===== config.mk =====
export PLATFORM = sky130hd
export DESIGN_NAME = axis_cmd_decoder
export DESIGN_NICKNAME = d
export VERILOG_FILES = /design/src/rtl/axis_cmd_decoder.sv
export SDC_FILE = /design/constraint.sdc
export NUM_CORES = 1
export LEC_CHECK = 0
export CORE_ASPECT_RATIO = 1.5
export CORE_MARGIN = 8
export CORE_UTILIZATION = 30
export CTS_CLUSTER_DIAMETER = 60
export DETAILED_ROUTE_END_ITERATION = 7
export PLACE_DENSITY = 0.65
export SLEW_MARGIN = 30
export SYNTH_ARGS = -nofsm -noshare
export SYNTH_HDL_FRONTEND = slang
export SYNTH_SLANG_ARGS = --single-unit

===== constraint.sdc =====
create_clock -name clk -period 2.81 [get_ports clk]
set_clock_uncertainty 0.05 [all_clocks]
set_input_delay 0.843 -clock clk [delete_from_list [all_inputs] [get_ports clk]]
set_output_delay 0.843 -clock clk [all_outputs]
set_load 0.005 [all_outputs]

===== src/rtl/axis_cmd_decoder.sv =====
// AXI-Stream command decoder: validates header destination/length and turns
// payload words into writes on a one-entry, back-pressurable register port.
module axis_cmd_decoder #(
  parameter logic [7:0] DEST_ID = 8'h01,
  parameter int         ADDR_W  = 8
) (
  input  logic              clk,
  input  logic              rst_n,
  input  logic              s_axis_tvalid,
  output logic              s_axis_tready,
  input  logic [31:0]       s_axis_tdata,
  input  logic              s_axis_tlast,
  input  logic [7:0]        s_axis_tdest,
  input  logic [3:0]        s_axis_tuser,
  output logic              wr_valid,
  input  logic              wr_ready,
  output logic [ADDR_W-1:0] wr_addr,
  output logic [31:0]       wr_data,
  output logic              err_sop,
  output logic              err_len,
  output logic [15:0]       pkt_count,
  output logic [15:0]       drop_count
);

  typedef enum logic [1:0] {IDLE, PAYLOAD, DROP} state_t;

  state_t              state_q, state_d;
  logic [ADDR_W-1:0]   base_q, base_d;
  logic [15:0]         len_q, len_d;
  logic [15:0]         idx_q, idx_d;
  logic                wr_valid_q, wr_valid_d;
  logic [ADDR_W-1:0]   wr_addr_q, wr_addr_d;
  logic [31:0]         wr_data_q, wr_data_d;
  logic                err_sop_q, err_sop_d;
  logic                err_len_q, err_len_d;
  logic [15:0]         pkt_q, pkt_d;
  logic [15:0]         drop_q, drop_d;

  logic                acc;
  logic                sop;
  logic                dest_ok;
  logic                last_word;
  logic [15:0]         hdr_len;
  logic                unused_tuser;

  function automatic logic [15:0] sat_inc(input logic [15:0] v);
    return (v == 16'hFFFF) ? v : v + 16'd1;
  endfunction

  assign unused_tuser = ^s_axis_tuser[3:1];
  assign sop       = s_axis_tuser[0];
  assign dest_ok   = (s_axis_tdest == DEST_ID) && (s_axis_tdata[31:24] == DEST_ID);
  assign hdr_len   = s_axis_tdata[15:0];
  assign last_word = ((idx_q + 16'd1) == len_q);
  assign acc       = s_axis_tvalid && s_axis_tready;

  // Only PAYLOAD back-pressures, and only on the write slot, never on tvalid.
  always_comb begin
    s_axis_tready = 1'b1;
    if (state_q == PAYLOAD) s_axis_tready = !wr_valid_q || wr_ready;
  end

  always_comb begin
    state_d    = state_q;
    base_d     = base_q;
    len_d      = len_q;
    idx_d      = idx_q;
    wr_valid_d = wr_valid_q && !wr_ready;
    wr_addr_d  = wr_addr_q;
    wr_data_d  = wr_data_q;
    err_sop_d  = 1'b0;
    err_len_d  = 1'b0;
    pkt_d      = pkt_q;
    drop_d     = drop_q;
    unique case (state_q)
      IDLE: if (acc) begin
        if (!sop) begin
          err_sop_d = 1'b1;
          state_d   = s_axis_tlast ? IDLE : DROP;
        end else if (!dest_ok) begin
          drop_d  = sat_inc(drop_q);
          state_d = s_axis_tlast ? IDLE : DROP;
        end else begin
          base_d = ADDR_W'(s_axis_tdata[23:16]);
          len_d  = hdr_len;
          idx_d  = 16'd0;
          if (s_axis_tlast) begin
            state_d = IDLE;
            if (hdr_len == 16'd0) pkt_d = sat_inc(pkt_q);
            else                  err_len_d = 1'b1;
          end else if (hdr_len == 16'd0) begin
            err_len_d = 1'b1;
            state_d   = DROP;
          end else begin
            state_d = PAYLOAD;
          end
        end
      end
      PAYLOAD: if (acc) begin
        if (sop) begin
          err_sop_d = 1'b1;
          state_d   = s_axis_tlast ? IDLE : DROP;
        end else begin
          wr_valid_d = 1'b1;
          wr_addr_d  = base_q + ADDR_W'(idx_q);
          wr_data_d  = s_axis_tdata;
          idx_d      = idx_q + 16'd1;
          // Words already written are never rolled back on a short packet.
          if (s_axis_tlast) begin
            state_d = IDLE;
            if (last_word) pkt_d = sat_inc(pkt_q);
            else           err_len_d = 1'b1;
          end else if (last_word) begin
            err_len_d = 1'b1;
            state_d   = DROP;
          end
        end
      end
      DROP: if (acc && s_axis_tlast) state_d = IDLE;
      default: state_d = IDLE;
    endcase
  end

  always_ff @(posedge clk or negedge rst_n) begin
    if (!rst_n) begin
      state_q    <= IDLE;
      base_q     <= '0;
      len_q      <= '0;
      idx_q      <= '0;
      wr_valid_q <= 1'b0;
      wr_addr_q  <= '0;
      wr_data_q  <= '0;
      err_sop_q  <= 1'b0;
      err_len_q  <= 1'b0;
      pkt_q      <= '0;
      drop_q     <= '0;
    end else begin
      state_q    <= state_d;
      base_q     <= base_d;
      len_q      <= len_d;
      idx_q      <= idx_d;
      wr_valid_q <= wr_valid_d;
      wr_addr_q  <= wr_addr_d;
      wr_data_q  <= wr_data_d;
      err_sop_q  <= err_sop_d;
      err_len_q  <= err_len_d;
      pkt_q      <= pkt_d;
      drop_q     <= drop_d;
    end
  end

  assign wr_valid   = wr_valid_q;
  assign wr_addr    = wr_addr_q;
  assign wr_data    = wr_data_q;
  assign err_sop    = err_sop_q;
  assign err_len    = err_len_q;
  assign pkt_count  = pkt_q;
  assign drop_count = drop_q;

endmodule


=== After elaboration in Yosys (flattened, before gate mapping) ===
Index checks and enable logic that the tools add are counted.

* Register bits after elaboration: 117
* Bits in latches: 0
* RAM bits: 0
* Memory bits (read-only): 0
* Input port bits: 49
* Memories: 0

* Add/sub/neg operators: 4
* Multipliers: 0
* Div/mod/pow operators: 0
* $lt $le $gt $ge: 0
* Equal/unequal tests: 18
* Shift-type cells: 0
* Muxes and demuxes: 50
* Bitwise gates (word level): 3
* Reduce and logical (&&, ||, !) cells: 16

{| class="wikitable"
|+ Operators by type and width
! operator !! number
|-
| $mux 16 || 15
|-
| $pmux 16 s2 || 2
|-
| $add 16x1->16 const B || 3
|-
| $eq 16x16->1 const B || 2
|-
| $mux 2 || 11
|-
| $ne 2x2->1 const B || 10
|-
| $mux 1 || 19
|-
| $eq 16x16->1 || 1
|-
| $eq 8x1->1 const B || 2
|-
| $logic_not 16->1 || 1
|-
| $reduce_and 10->1 || 1
|-
| $add 8x8->8 || 1
|-
| $reduce_and 4->1 || 2
|-
| $pmux 2 s3 || 1
|-
| $reduce_and 6->1 || 1
|-
| $reduce_and 5->1 || 1
|-
| $logic_and 1x1->1 || 4
|-
| $ne 4x4->1 const B || 1
|-
| $pmux 1 s2 || 2
|-
| $not 1->1 || 3
|-
| $reduce_and 3->1 || 1
|-
| $eq 2x1->1 const B || 1
|-
| $eq 2x2->1 const B || 1
|-
| $logic_not 1->1 || 2
|-
| other kinds (3) || 3
|}

=== Longest topological paths before layout ===
* Word-level depth: 8
* Gate-level depth with buffers: 11
* Gate-level depth less buffers: 10

=== Least setup slack after synthesis ===
Ideal clock, no wire load.

* Path kind: input port to flip-flop
* From: input s_axis_tdata[25]
* To: register len_q[10]
* Library setup time: 0.125 ns
* Arrival time: 2.738 ns
* Required time: 2.635 ns
* Setup slack: -0.102 ns
* Stages on the path: 5
* Path buffers: 1
* Cells stage by stage: nor4b_1 -> nand4_1 -> nor3_1 -> clkbuf_1 -> mux2_2

* Cells in the longest elaborated chain, start to end: 3

{| class="wikitable"
|+ Ends and longest elaborated chain
! element !! RTL line !! text
|-
| start: declaration || 11 || <nowiki>input logic [31:0] s_axis_tdata,</nowiki>
|-
| $eq 8x1->1 || 52 || <nowiki>assign dest_ok = (s_axis_tdest == DEST_ID) && (s_axis_tdata[31:24] == DEST_ID);</nowiki>
|-
| $logic_and 1x1->1 || 52 ||
|-
| $reduce_and 4->1 (no source line) || -- ||
|-
| end signal: assignment || 140 || <nowiki>len_q <= len_d;</nowiki>
|-
| end: declaration || 29 || <nowiki>logic [15:0] len_q, len_d;</nowiki>
|}

No other way between the ends.
A chain may end at the register's enable or synchronous reset.

=== Worst setup path in the final report ===
* From: input wr_ready
* To: output s_axis_tready

* Cells in the longest elaborated chain, start to end: 2

{| class="wikitable"
|+ Ends and longest elaborated chain
! element !! RTL line !! text
|-
| start: declaration || 16 || <nowiki>input logic wr_ready,</nowiki>
|-
| $logic_or 1x1->1 || 60 || <nowiki>if (state_q == PAYLOAD) s_axis_tready = !wr_valid_q || wr_ready;</nowiki>
|-
| $mux 1 || 60 ||
|-
| end: declaration || 10 || <nowiki>output logic s_axis_tready,</nowiki>
|}

No other way between the ends.

==> tab_implementation.tex <==
\begin{tabular}{lr}
\hline
Metric & Value \\
\hline
\multicolumn{2}{l}{\textbf{Synth}} \\
\quad Post-synth ARST share & 1.00 \\
\quad Largest family of logic cells by synthesized area & simple AND/OR/NAND/NOR gates \\
\quad Synthesized-area fraction occupied by and/or/nand/nor cells & 0.154 \\
\quad Number of standard cells after synthesis & 526 \\
\quad Synthesized cell area & 5810 sq um \\
\quad Number of enable-type register cells in the synthesized netlist & 0 \\
\quad Leading register cell type out of synthesis & sky130\_fd\_sc\_hd\_\_dfrtp\_1 \\
\quad Synthesis Warnings & 0 \\
\quad Synthesized-area fraction occupied by ao, oa, aoi and oai cells & 0.0909 \\
\quad Xor and xnor area share after synthesis & 0.0844 \\
\quad Flip-flop and latch count after synthesis & about 120 \\
\quad Area share of the largest cell type after synthesis & 0.504 \\
\quad Avg Cell Area, Syn & between 10 and 15 sq um \\
\quad Most numerous cell types in the synthesized netlist & sky130\_fd\_sc\_hd\_\_dfrtp\_1 (117), sky130\_fd\_sc\_hd\_\_mux2\_2 (55), sky130\_fd\_sc\_hd\_\_xnor2\_1 (38) \\
\quad Leading cell types by total area after synthesis & sky130\_fd\_sc\_hd\_\_dfrtp\_1 (50\%), sky130\_fd\_sc\_hd\_\_mux2\_2 (11\%), sky130\_fd\_sc\_hd\_\_xnor2\_1 (5.7\%) \\
\quad Sequential element share of the synthesized area & 0.504 \\
\quad Mux cell area share after synthesis & 0.111 \\
\quad Number of distinct library cells after synthesis & 53 \\
\quad Adder and majority gate portion of the synthesized area & 0.0314 \\
\quad Synthesized Nets & 589 \\
\quad Largest area contributor in the synthesized netlist & sky130\_fd\_sc\_hd\_\_dfrtp\_1 \\
\quad Most common cell in the synthesized netlist & sky130\_fd\_sc\_hd\_\_dfrtp\_1 \\
\multicolumn{2}{l}{\textbf{Placed design}} \\
\quad Placement Setup Slack & -544 ps \\
\quad Global placement routability congestion & 0.842 \\
\quad Cell area after placement & 7860 sq um \\
\quad Estimated wirelength of the detail-placed design & 11.4 mm \\
\quad Cells after DPL & approximately 950 \\
\quad Port-buffer cells & around 120 \\
\multicolumn{2}{l}{\textbf{Clocking}} \\
\quad Clock edge transition at the registers on the reported setup and hold paths & roughly 60 ps \\
\quad Clock root cell & sky130\_fd\_sc\_hd\_\_clkbuf\_16 \\
\quad Maximum buffer depth of the clock tree & 2 \\
\quad Insertion delay of the later-clocked pin in the worst-skew pair & a little over 400 ps \\
\quad H-tree levels & 4 \\
\quad Number of sinks on the clock net & around 120 \\
\quad CTS tree & yes \\
\quad Num CTS Buffers & 17 \\
\multicolumn{2}{l}{\textbf{Final layout}} \\
\quad Final core occ & 0.453 \\
\quad Final non-filler cell area & 8640 sq um \\
\quad Final antenna diode count & 0 \\
\quad Number of nets in the layout & 781 \\
\quad Cell Count, Final, Fillers Out & about 990 \\
\quad Number of fill cells & 1,802 \\
\quad Relative area change from synthesis to final layout & 48.8\% \\
\quad Fraction of final layout cells with drive strength greater than 1 & 0.260 \\
\multicolumn{2}{l}{\textbf{Timing}} \\
\quad Final hold violation count & 0 \\
\quad Tmin final & 2750 ps \\
\quad Highest achievable clock rate & 0.363 GHz \\
\quad Count of final max-slew check failures & 0 \\
\quad Slew @ Worst Pin & 472 ps \\
\quad Setup slack of the critical path after layout & 57.0 ps \\
\quad Share of the clock period used by the worst path after layout & 0.980 \\
\quad Final number of setup-violating endpoints & 0 \\
\quad Max transition margin & 0.685 \\
\multicolumn{2}{l}{\textbf{Die}} \\
\quad Starting Density & 0.304 \\
\quad Placement Rows & 62 \\
\quad Die width & 130 um \\
\quad Height of the die & 186 um \\
\quad Number of placed I/O pins & roughly 130 \\
\quad Area of the core & 19,100 sq um \\
\quad Die ar. & 24,200 sq um \\
\multicolumn{2}{l}{\textbf{Critical path}} \\
\quad Arrival time at the worst endpoint & roughly 1900 ps \\
\quad Termination of the worst setup path & s\_axis\_tready \\
\quad Setup crit start kind & primary input \\
\quad Crit path required time & 1920 ps \\
\quad Setup slack on the worst flop-to-flop path & around 150 ps \\
\quad Capture instance of the worst register-to-register path & err\_len \\
\quad Cells on worst reg2reg path & 10 \\
\quad Maximum fanout along the worst path & 2 \\
\quad Category of the most critical setup path & primary input to output pin \\
\quad R2r startpoint & idx\_q[3] \\
\quad Critical path endpoint category & output pin \\
\quad Start point of the critical path & wr\_ready \\
\multicolumn{2}{l}{\textbf{GRT}} \\
\quad Vias in the first global route & 4,904 \\
\quad Grt ovf & 0 \\
\quad Total routing usage reported by global routing & 0.129 \\
\quad Initial antenna violation count & 0 \\
\quad Wire length of the first global-routing pass & 24.7 mm \\
\quad Pin count of the biggest net entering global routing & 59 \\
\multicolumn{2}{l}{\textbf{Routing}} \\
\quad Post-route DRC & 0 \\
\quad Iteration-0 DRC Markers & 206 \\
\quad Via count & 4,764 \\
\quad Drt first pass iters & 4 \\
\quad Wire length per cell after detailed routing & 15.3 um \\
\quad Remaining antenna violation count & 0 \\
\quad Vias per Instance & 4.83 \\
\quad DRT Wirelength & 15.1 mm \\
\multicolumn{2}{l}{\textbf{Power}} \\
\quad Leakage power of the design & 4.07 nW \\
\quad VDD IR-drop max & 0.331 mV \\
\quad Areal power density over the cells & around 510 nW/um\^{}2 \\
\quad Total power & 4.44 mW \\
\multicolumn{2}{l}{\textbf{Worst hold path}} \\
\quad Path class of the lowest-slack min-delay path & primary input to asynchronous set/reset pin \\
\multicolumn{2}{l}{\textbf{Job}} \\
\quad Maximum Capacitance Violations & 0 \\
\multicolumn{2}{l}{\textbf{Outcome}} \\
\quad Status & completed \\
\hline
\end{tabular}
## state kept, by name, indices dropped and copies added (netlist names)
name / flops
wr_addr: 8
err_sop: 1
base_q: 8
err_len: 1
len_q: 16
idx_q: 16
wr_data: 32
pkt_count: 16
state_q: 2
wr_valid: 1
drop_count: 16
## layer usage
metal | vias up | global-route usage | wire [um]
li1 | 2286 | - | -
met1 | 2339 | 0.145 | 6240
met2 | 118 | 0.224 | 7900
met3 | 21 | 0.0317 | 695
met4 | 0 | 0.0583 | 291
met5 | - | 0 | 0
## kinds of logic (layout without fill, tap and decap cells)
logic type	count (synthesis)	in the layout
xor gates and xnor gates	56	56
buffers and inverters	34	239
adders and majority gates	14	14
AOI/OAI and AO/OA	82	82
DFF	117	117
and+or+nand+nor	166	166
muxes	57	57
## worst max-delay path: stages
cell                              delay (ps)
sky130_fd_sc_hd__clkdlybuf4s50_1         420
sky130_fd_sc_hd__nand2b_4                150
sky130_fd_sc_hd__or2_4                   240
sky130_fd_sc_hd__clkdlybuf4s15_1         210
## cell type report
type / instances / area, sq um / area share
repair buffers: 196 / 1860 / 0.215
clock buffers: 20 / 467 / 0.0540
multi-input cells: 375 / 2870 / 0.332
flip-flops and latches: 117 / 2930 / 0.339
inverters: 11 / 41.3 / 0.00478
clock inverters: 12 / 153 / 0.0177
well taps: 256 / 320 / 0.0371
## per-stage QoR
stage	hold WS, ps	TNS (ps)
floorplan	423	0
global placement	413	-20680
CTS	332	-35.0
detailed placement	424	-20670
finish	336	0
global route	346	-8.26
## power by group
group	internal [mW]	switching (mW)	total, mW	leakage, nW
registers	1.74	0.0564	1.80	1.59
clock network	1.46	0.778	2.24	0.294
logic	0.240	0.159	0.399	2.19
## worst min-delay path by stage
stage / startpoint / end / slack [ps]
after global placement: wr_addr[4] / wr_addr[4] / 410
after CTS: rst_n / idx_q[3] / 330
final: rst_n / idx_q[3] / 340
after floorplan: wr_addr[1] / wr_addr[1] / 420
after global routing: rst_n / base_q[0] / 350
after detailed placement: wr_addr[7] / wr_addr[7] / 420
## repair_timing
action	CTS	global route
gates cloned	0	1
gates resized for setup	6	33
setup endpoints to repair	18	25
pin swaps	1	14
hold buffers	0	0
buffers inserted	0	1
## placed cells by master, fill, tap and decap left out, types with 11 or more instances in the layout
| master | n |
|---|---|
| sky130_fd_sc_hd__a21oi_1 | 11 |
| sky130_fd_sc_hd__and3_1 | 18 |
| sky130_fd_sc_hd__buf_4 | 70 |
| sky130_fd_sc_hd__clkbuf_16 | 17 |
| sky130_fd_sc_hd__clkdlybuf4s50_1 | 104 |
| sky130_fd_sc_hd__dfrtp_1 | 116 |
| sky130_fd_sc_hd__dlymetal6s2s_1 | 15 |
| sky130_fd_sc_hd__ha_1 | 12 |
| sky130_fd_sc_hd__mux2_2 | 55 |
| sky130_fd_sc_hd__nand2_1 | 36 |
| sky130_fd_sc_hd__nand3_1 | 23 |
| sky130_fd_sc_hd__nand4_1 | 14 |
| sky130_fd_sc_hd__nor2_1 | 20 |
| sky130_fd_sc_hd__o21ai_0 | 34 |
| sky130_fd_sc_hd__o31ai_1 | 11 |
| sky130_fd_sc_hd__xnor2_1 | 38 |
| sky130_fd_sc_hd__xor2_1 | 18 |
(Power assumes the default switching activity.)
